==> src/rtl/cq_axis_pkg.sv <==
// Shared constants and field builders for the CQ request generator.
package cq_axis_pkg;

  localparam logic [3:0]  REQ_MEM_RD   = 4'h0;
  localparam logic [3:0]  REQ_MEM_WR   = 4'h1;
  localparam logic [15:0] REQUESTER_ID = 16'h10EE;
  localparam int unsigned CQ_TUSER_W   = 85;

  // FSM encoding kept as plain constants for older tool flows.
  localparam logic [0:0] ST_IDLE = 1'b0;
  localparam logic [0:0] ST_SEND = 1'b1;

  // Upper 64 bits of the 128-bit CQ header.
  function automatic logic [63:0] cq_descriptor(input logic [2:0]  bar,
                                                input logic [7:0]  tag,
                                                input logic [3:0]  req_type,
                                                input logic [10:0] dw_count);
    return {1'b0, 3'h0, 3'h0, 6'd0, bar, 8'h00, tag, REQUESTER_ID, 1'b0, req_type, dw_count};
  endfunction

  // sop lands on bit 40; the zero pad fills the remainder of the 85-bit bus.
  function automatic logic [CQ_TUSER_W-1:0] cq_tuser(input logic       sop,
                                                     input logic [3:0] first_be,
                                                     input logic [3:0] last_be);
    return {44'd0, sop, 32'd0, last_be, first_be};
  endfunction

endpackage

==> src/rtl/cq_lfsr_throttle.sv <==
// Free-running Galois LFSR that requests an idle bubble with a fixed probability.
module cq_lfsr_throttle #(
  parameter int unsigned THROTTLE_PCT = 0,
  parameter logic [31:0] LFSR_SEED    = 32'hACE1_2345
) (
  input  logic user_clk,
  input  logic user_reset,
  output logic stall_req
);

  // x^32 + x^22 + x^2 + x + 1, right-shifting Galois form.
  localparam logic [31:0] TAPS = 32'h8020_0003;

  logic [31:0] lfsr_q, lfsr_d;
  logic [15:0] pct_roll;

  // Next LFSR state: shift right, fold taps in when the output bit is set.
  always_comb begin
    lfsr_d = {1'b0, lfsr_q[31:1]} ^ (lfsr_q[0] ? TAPS : 32'd0);
  end

  // LFSR advances every cycle regardless of traffic.
  always_ff @(posedge user_clk) begin
    if (user_reset) lfsr_q <= LFSR_SEED;
    else            lfsr_q <= lfsr_d;
  end

  // Percentage compare on the low half of the LFSR.
  always_comb begin
    pct_roll  = lfsr_q[15:0] % 16'd100;
    stall_req = (THROTTLE_PCT != 0) && (32'(pct_roll) < THROTTLE_PCT);
  end

endmodule

==> src/rtl/cq_axis_req_gen.sv <==
// Command-driven PCIe CQ AXI-Stream TLP generator (64/128/256-bit).
module cq_axis_req_gen
  import cq_axis_pkg::*;
#(
  parameter int unsigned C_DATA_WIDTH = 64,
  parameter int unsigned KEEP_WIDTH   = C_DATA_WIDTH / 32,
  parameter int unsigned MAX_DW       = 8,
  parameter int unsigned THROTTLE_PCT = 0,
  parameter logic [31:0] LFSR_SEED    = 32'hACE1_2345
) (
  input  logic                    user_clk,
  input  logic                    user_reset,
  input  logic                    cmd_valid,
  output logic                    cmd_ready,
  input  logic                    cmd_op,
  input  logic [63:0]             cmd_addr,
  input  logic [2:0]              cmd_bar,
  input  logic [10:0]             cmd_dw_count,
  input  logic [3:0]              cmd_first_be,
  input  logic [3:0]              cmd_last_be,
  input  logic [32*MAX_DW-1:0]    cmd_data,
  output logic [C_DATA_WIDTH-1:0] m_axis_cq_tdata,
  output logic [CQ_TUSER_W-1:0]   m_axis_cq_tuser,
  output logic                    m_axis_cq_tlast,
  output logic                    m_axis_cq_tvalid,
  output logic [KEEP_WIDTH-1:0]   m_axis_cq_tkeep,
  input  logic [21:0]             m_axis_cq_tready,
  output logic                    cmd_err,
  output logic                    busy
);

  localparam int unsigned DPB       = C_DATA_WIDTH / 32;
  localparam int unsigned STREAM_DW = 4 + MAX_DW;
  localparam int unsigned MAX_BEATS = (STREAM_DW + DPB - 1) / DPB;
  localparam int unsigned PAD_DW    = MAX_BEATS * DPB;
  localparam int unsigned BEAT_W    = $clog2(MAX_BEATS + 1);

  logic [0:0]             state_q, state_d;
  logic [PAD_DW*32-1:0]   stream_q, stream_d, new_stream;
  logic [BEAT_W-1:0]      beat_q, beat_d, last_beat_q, last_beat_d;
  logic [KEEP_WIDTH-1:0]  last_keep_q, last_keep_d, new_keep;
  logic [3:0]             first_be_q, first_be_d, last_be_q, last_be_d;
  logic [7:0]             tag_q, tag_d;
  logic                   valid_q, valid_d;
  logic                   cmd_err_q, cmd_err_d;

  logic                   stall_req, in_send, is_last, cmd_fire, cmd_legal;
  logic [10:0]            total_dw, rem_dw, last_cnt;
  logic                   unused_tready;

  assign unused_tready = ^m_axis_cq_tready[21:1];

  cq_lfsr_throttle #(
    .THROTTLE_PCT(THROTTLE_PCT),
    .LFSR_SEED   (LFSR_SEED)
  ) u_throttle (
    .user_clk  (user_clk),
    .user_reset(user_reset),
    .stall_req (stall_req)
  );

  // Stream image, beat count and last-beat keep for the command on the inputs.
  always_comb begin
    cmd_legal = (cmd_dw_count != 11'd0) && (cmd_dw_count <= 11'(MAX_DW)) &&
                (cmd_op || (cmd_dw_count == 11'd1));
    total_dw  = 11'd4 + (cmd_op ? cmd_dw_count : 11'd0);
    rem_dw    = total_dw % 11'(DPB);
    last_cnt  = (rem_dw == 11'd0) ? 11'(DPB) : rem_dw;
    for (int j = 0; j < KEEP_WIDTH; j++) new_keep[j] = (11'(j) < last_cnt);
    new_stream          = '0;
    new_stream[63:0]    = cmd_addr;
    new_stream[127:64]  = cq_descriptor(cmd_bar, tag_q, cmd_op ? REQ_MEM_WR : REQ_MEM_RD,
                                        cmd_dw_count);
    // Payload beyond dw_count stays zero so partial beats need no masking later.
    for (int i = 0; i < MAX_DW; i++) begin
      if (cmd_op && (11'(i) < cmd_dw_count)) new_stream[128+32*i +: 32] = cmd_data[32*i +: 32];
    end
  end

  // Handshake and output view of the current beat.
  always_comb begin
    in_send          = (state_q == ST_SEND);
    is_last          = (beat_q == last_beat_q);
    cmd_ready        = !in_send && !user_reset;
    cmd_fire         = cmd_valid && cmd_ready;
    busy             = in_send;
    cmd_err          = cmd_err_q;
    m_axis_cq_tvalid = valid_q;
    m_axis_cq_tdata  = in_send ? stream_q[beat_q*C_DATA_WIDTH +: C_DATA_WIDTH] : '0;
    m_axis_cq_tlast  = in_send && is_last;
    m_axis_cq_tkeep  = !in_send ? '0 : (is_last ? last_keep_q : '1);
    m_axis_cq_tuser  = in_send ? cq_tuser(beat_q == '0, first_be_q, last_be_q) : '0;
  end

  // FSM: latch a legal command, then walk beats with optional bubbles between them.
  always_comb begin
    state_d     = state_q;
    stream_d    = stream_q;
    beat_d      = beat_q;
    last_beat_d = last_beat_q;
    last_keep_d = last_keep_q;
    first_be_d  = first_be_q;
    last_be_d   = last_be_q;
    tag_d       = tag_q;
    valid_d     = valid_q;
    cmd_err_d   = 1'b0;
    unique case (state_q)
      ST_IDLE: begin
        if (cmd_fire) begin
          if (cmd_legal) begin
            state_d     = ST_SEND;
            stream_d    = new_stream;
            beat_d      = '0;
            last_beat_d = BEAT_W'((total_dw + 11'(DPB - 1)) / 11'(DPB) - 11'd1);
            last_keep_d = new_keep;
            first_be_d  = cmd_first_be;
            last_be_d   = (cmd_dw_count == 11'd1) ? 4'h0 : cmd_last_be;
            valid_d     = 1'b1;
          end else begin
            cmd_err_d = 1'b1;
          end
        end
      end
      ST_SEND: begin
        if (valid_q) begin
          if (m_axis_cq_tready[0]) begin
            if (is_last) begin
              state_d = ST_IDLE;
              valid_d = 1'b0;
              tag_d   = tag_q + 8'd1;
            end else begin
              beat_d  = beat_q + BEAT_W'(1);
              valid_d = !stall_req;
            end
          end
        end else begin
          // Bubble: retry the throttle roll every cycle.
          valid_d = !stall_req;
        end
      end
    endcase
  end

  // State registers with synchronous reset.
  always_ff @(posedge user_clk) begin
    if (user_reset) begin
      state_q     <= ST_IDLE;
      stream_q    <= '0;
      beat_q      <= '0;
      last_beat_q <= '0;
      last_keep_q <= '0;
      first_be_q  <= '0;
      last_be_q   <= '0;
      tag_q       <= '0;
      valid_q     <= 1'b0;
      cmd_err_q   <= 1'b0;
    end else begin
      state_q     <= state_d;
      stream_q    <= stream_d;
      beat_q      <= beat_d;
      last_beat_q <= last_beat_d;
      last_keep_q <= last_keep_d;
      first_be_q  <= first_be_d;
      last_be_q   <= last_be_d;
      tag_q       <= tag_d;
      valid_q     <= valid_d;
      cmd_err_q   <= cmd_err_d;
    end
  end

endmodule
==> config.mk <==
export PLATFORM = sky130hd
export DESIGN_NAME = cq_axis_req_gen
export DESIGN_NICKNAME = d
export VERILOG_FILES = /design/src/rtl/cq_axis_pkg.sv /design/src/rtl/cq_lfsr_throttle.sv /design/src/rtl/cq_axis_req_gen.sv
export SDC_FILE = /design/constraint.sdc
export NUM_CORES = 1
export LEC_CHECK = 0
export CELL_PAD_IN_SITES_DETAIL_PLACEMENT = 0
export CELL_PAD_IN_SITES_GLOBAL_PLACEMENT = 1
export CORE_MARGIN = 8
export CORE_UTILIZATION = 34
export CTS_CLUSTER_DIAMETER = 40
export DETAILED_ROUTE_END_ITERATION = 8
export PLACE_DENSITY = 0.81
export SYNTH_ARGS = -nofsm -noshare
export SYNTH_HDL_FRONTEND = slang
export SYNTH_SLANG_ARGS = --single-unit
==> constraint.sdc <==
create_clock -name user_clk -period 3.6 [get_ports user_clk]
set_clock_uncertainty 0.1 [all_clocks]
set_input_delay 0.72 -clock user_clk [delete_from_list [all_inputs] [get_ports user_clk]]
set_output_delay 0.72 -clock user_clk [all_outputs]
set_load 0.005 [all_outputs]
Word-level counts from Yosys, hierarchy flattened
Cells that the tools add are included.
{ "word_totals": {"ff_bits": 380, "wordCells": 92, "out_inout_bits": 156, "inputBits": 368} }
{ "op_classes": {"reduce_logical": 24, "n_mux": 32, "bitwise": 2, "add_sub_neg": 5, "n_lt_le_gt_ge": 11, "eq_ne": 7, "shifts": 1} }
{ "op_table": {"columns": ["op", "n"], "rows": [
  ["$shiftx 384x10->64", 1],
  ["$mux 32", 8],
  ["$mux 64", 1],
  ["$lt 3x11->1 const A", 4],
  ["$mux 41", 1],
  ["$lt 1x11->1 const A", 2],
  ["$lt 2x11->1 const A", 2],
  ["$mux 3", 5],
  ["$logic_and 1x1->1", 13],
  ["$eq 11x1->1 const B", 1],
  ["$le 11x4->1 const B", 1],
  ["$logic_not 11->1", 1],
  ["$reduce_bool 11->1", 1],
  ["$mux 1", 9],
  ["$add 8x1->8 const B", 1],
  ["$mux 4", 2],
  ["$ne 2x2->1 const B", 4],
  ["$mux 2", 3],
  ["$pmux 3 s2", 1],
  ["$reduce_and 5->1", 1],
  ["$add 3x4->4 const A", 1],
  ["$add 4x1->4 const B", 1],
  ["$lt 1x2->1 const A", 2],
  ["$pmux 1 s2", 2],
  ["12 further kinds", 14]
]} }

Longest topological paths before layout
{ "depth": {"word_depth": 6, "ltp_mapped": 9, "mapped_depth_nobuf": 6} }

Modules after synthesis
From an unflattened synthesis, not the netlist that was laid out.
{ "unflattened": {"hier_cells": 1892, "area_unflattened_um2": 16479.6} }
{ "by_module_without_submodules": {"columns": ["mod", "area_each_um2", "seq_area_each_um2", "cells_each", "n_inst"], "rows": [
  ["cq_axis_req_gen", 16468.3, 7407.1, 1890, 1],
  ["cq_lfsr_throttle", 11.3, 0.0, 2, 1]
]} }

Worst setup path before layout
No wires, ideal clock.
{ "synth_path": {"path_type": "input-to-reg", "start": "input cmd_dw_count[7]", "end": "register beat_q[1]", "arrival_ns": 2.721, "cell_stages": 8, "required_ns": 3.384, "path_slack_ns": 0.663, "path_buffers": 3, "setup_ns": 0.116, "cell_sequence": "or4_1 -> clkbuf_1 -> or4_1 -> o21ba_1 -> buf_4 -> nor2_2 -> clkbuf_1 -> a31o_2"} }
{ "synth_between": {"elab_chain_len": 5, "word_cells_on_any_way": 8, "classes_between": "1 x order compare; 2 x eq/ne; 5 x reduce/logical"} }
{ "synth_lines": {"columns": ["item", "line", "text"], "rows": [
  ["from (decl)", "cq_axis_req_gen.sv:18", "input logic [10:0] cmd_dw_count,"],
  ["$le 11x4->1, or another cell as far along", "cq_axis_req_gen.sv:64", "cmd_legal = (cmd_dw_count != 11'd0) && (cmd_dw_count <= 11'(MAX_DW)) &&"],
  ["$logic_and 1x1->1 / $logic_or 1x1->1 (equally long branches)", "cq_axis_req_gen.sv:64, cq_axis_req_gen.sv:65", null],
  ["$logic_and 1x1->1 *", "cq_axis_req_gen.sv:64", null],
  ["$ne 2x2->1 (no line) *", null, null],
  ["$reduce_and 5->1 (no line) *", null, null],
  ["to (signal assigned)", "cq_axis_req_gen.sv:160", "beat_q <= beat_d;"],
  ["to (decl)", "cq_axis_req_gen.sv:40", "logic [BEAT_W-1:0] beat_q, beat_d, last_beat_q, last_beat_d;"]
]} }
Every way passes the cells marked *; elsewhere a longest branch is shown, timed or not.
A chain may end at the register's enable or synchronous reset.

Final worst setup path
{ "layout_path": {"start": "register beat_q[0]", "end": "output m_axis_cq_tdata[49]"} }
{ "layout_between": {"elab_chain_len": 2} }
{ "layout_lines": {"columns": ["item", "line", "text"], "rows": [
  ["$shiftx 384x10->64", "cq_axis_req_gen.sv:89", "m_axis_cq_tdata = in_send ? stream_q[beat_q*C_DATA_WIDTH +: C_DATA_WIDTH] : '0;"],
  ["$mux 64", "cq_axis_req_gen.sv:89", null],
  ["to (decl)", "cq_axis_req_gen.sv:22", "output logic [C_DATA_WIDTH-1:0] m_axis_cq_tdata,"]
]} }
Every way passes these cells.

==> impl_metrics.yaml <==
timing:
  min_period_over_period: 0.951
  max_freq_mhz: 292
  grt_setup_unrepaired: "false"
  worst_pin_slew_ns: 1.19
  max_slew_margin: 0.202
  final-setup-viol-count: 0
  period_minus_slack_ns: 3.42
  setup_ws_ns: 0.176
  hold_violations: 0
  setup-tns-final_ns: 0
  slew_viol_final: 0
logic_synthesis:
  synthTopCellsByArea: "dfxtp_1, nand2_1, nand3b_1, mux2i_1, nand3_1"
  ys_warn_count: 0
  synth_top_area_cell: "dfxtp_1"
  synth-seq-cells: 370
  ys_seq_area_frac: 0.440
  synthDistinctLibCells: 42
  synthTopCellsByCount: "nand2_1, dfxtp_1, nand3_1, nand3b_1, a21oi_1"
  syn_avg_cell_area_um2: 8.64
  yosysTopAreaCellShare: 0.440
  syn_inst: 1948
  synth.most_common_cell: "nand2_1"
  syn-cell-area_um2: 16800
  async_flop_share: 0
  synth_edf_count: 0
  synth_ff_type: "dfxtp_1"
run_status:
  status: "completed"
drt:
  ant_nets: 0
  first_iter_violations: 965
  vias_per_cell: 5.09
  routed_wl_um: 64000
  drc: 0
  post_drt_wl_per_cell_um: 21.0
  first_pass_iters: 5
  vias: 15500
worst_hold_path:
  min_path_cells: 1
  hp-class: "flop to flop"
pwr:
  power_mw: 10.9
  peakVddDrop_mv: 0.377
  p_per_area_nw_per_um2: 456
  leakage_nw: 9.14
layout:
  nNetsFinal: 2696
  drive_gt1_frac: 0.0956
  layoutNonFillerInstCount: 3043
  area_growth_pct: 42.0
global_route:
  grt_pass1_wl_um: 96600
  grt_pass1_vias: 16100
  antenna_found_initial: 7
  grt_max_degree: 119
  overflow: 0
  grt.total_usage: 0.215
setup_path:
  start_kind: "flop"
  reg2reg_depth: 6
  critPathKind: "flop to primary output"
  r2r_end: "stream_q[56]"
  r2r_slack_ns: 0.81
  path_cells: "buf_4 -> buf_4 -> mux4_2 -> nand2_1 -> o21ai_0 -> clkdlybuf4s50_1"
  crit_path_max_fanout: 8
  crit_arrival_ns: 2.60
  cp_num_buf_inv: 3
  worst-path-stages: 6
  r2r-start: "busy"
  cpMaxStageDelayCell: "mux4_2"
  cp.required_ns: 2.78
  endpoint: "m_axis_cq_tdata[49]"
  end_kind: "primary output"
  crit_family: "buffers and inverters"
  cpPeakStageDelay_ns: 0.52
  cp-startpoint: "beat_q[0]"
  crit_path_frequent_cell: "buf_4"
placed_design:
  portBuffers: 426
  dp.cells: 2915
  pre_cts_ws_ns: -0.0438
  place.gp.congestion: 0.812
  post-dp-hpwl_um: 42600
run:
  max_cap_viol_count: 0
clock_network:
  cts_sinks: 370
  cts.htree.levels: 2
  cts.path.max_buffers: 3
  clkSlewWorstSetupHoldPaths_ns: 0.06
  cts_tree: "built"
  clk_latency_ns: 0.59
  cts_inserted_buffers: 61
  root_buffer: "clkbuf_16"
floorplanning:
  fp.dieH_um: 239
  fp.dieArea_um2: 56900
  num_io_pins: 524
  initial_core_util: 0.344
  rows: 81
  core_area_um2: 49000
  fp.dieW_um: 239
[sequential cells by signal (all words and copies together) (netlist names)]
name,flops
busy,1
beat_q,3
last_be_q,4
last_beat_q,3
m_axis_cq_tvalid,1
last_keep_q,2
tag_q,8
cmd_err,1
stream_q,343
first_be_q,4
[layout make-up]
| type | count | area [µm²] |
|---|---|---|
| antenna | 4 | 10.0 |
| clock buffer | 69 | 1610 |
| sequential | 370 | 7410 |
| clock inverter | 46 | 566 |
| timing repair buffer | 487 | 5000 |
| inverter | 5 | 18.8 |
| fill | 4581 | 25100 |
| tap | 664 | 831 |
| multi-input combinational | 1398 | 8460 |
[placed cells by master, fill, tap and decap left out, drive strengths merged, types with 11 or more instances in the layout]
cell type | netlist | layout
nand3 | 198 | 198
inv | 5 | 30
a21oi | 125 | 125
nand2 | 398 | 398
mux2i | 100 | 100
o21ai | 37 | 37
clkbuf | 98 | 70
clkdlybuf4s50 | 0 | 424
xor2 | 11 | 11
buf | 152 | 60
dfxtp | 370 | 370
a22o | 64 | 64
nand3b | 196 | 196
mux4 | 30 | 30
conb | 1 | 76
nor2 | 64 | 64
and2 | 18 | 18
o22ai | 34 | 34
[power by group]
part,switching (mW),internal (mW),total [mW]
Sequential,0.000872,4.10,4.10
Clock,2.30,3.87,6.17
Combinational,0.250,0.395,0.645
Total,2.55,8.36,10.9
[cells by family (layout without fill, tap and decap cells)]
family	count (synthesis)	after routing	synth area share
multiplexers	130	130	0.0996
AND/OR/NAND/NOR	901	901	0.267
buffers and inverters	255	607	0.0823
AO/OA/AOI/OAI	272	272	0.0997
XOR/XNOR	14	14	0.00728
flip-flops	370	370	0.440
adder cells (fa/ha/maj)	5	5	0.00372
other	1	80	0.000223
[worst min path at each step]
stage | endpoint | start | slack, ns
after floorplan | stream_q[75] | stream_q[75] | 0.32
after global placement | stream_q[75] | stream_q[75] | 0.33
after detailed placement | stream_q[75] | stream_q[75] | 0.34
after CTS | stream_q[255] | user_reset | 0.33
after global routing | stream_q[14] | stream_q[14] | 0.37
final | stream_q[75] | stream_q[75] | 0.35
[worst reg2reg max path, cell delays in order, from the launching register on]
cell and delay, ns:
dfxtp_1 0.40, or3b_2 0.54, or4_1 0.52, o21ba_4 0.31, buf_4 0.50, nand2_1 0.20, a21oi_1 0.15
[stage by stage]
stage                     instance area, µm²  hold WS, ns   util
final                                  23900        0.351  0.488
after global routing                   23900        0.369  0.488
after CTS                              23900        0.329  0.487
after detailed placement               21600        0.340  0.441
after global placement                 21600        0.333  0.441
after floorplan                        17100        0.322      -
[routing by layer]
metal | track usage | share of wire
met5 | 0 | 0.00036
met4 | 0.0729 | 0.027
met3 | 0.0451 | 0.069
met2 | 0.359 | 0.47
met1 | 0.273 | 0.43
[repair_timing]
| item | in CTS | in global routing |
|---|---|---|
| cloned | 1 | 1 |
| setup buffers | 6 | 1 |
| hold buffers | 0 | 0 |
| pin swaps | 0 | 1 |
| gates resized for setup | 4 | 0 |
| endpoints found under the setup margin | 37 | 2 |
No activity file was read; power rests on OpenSTA's default activity.
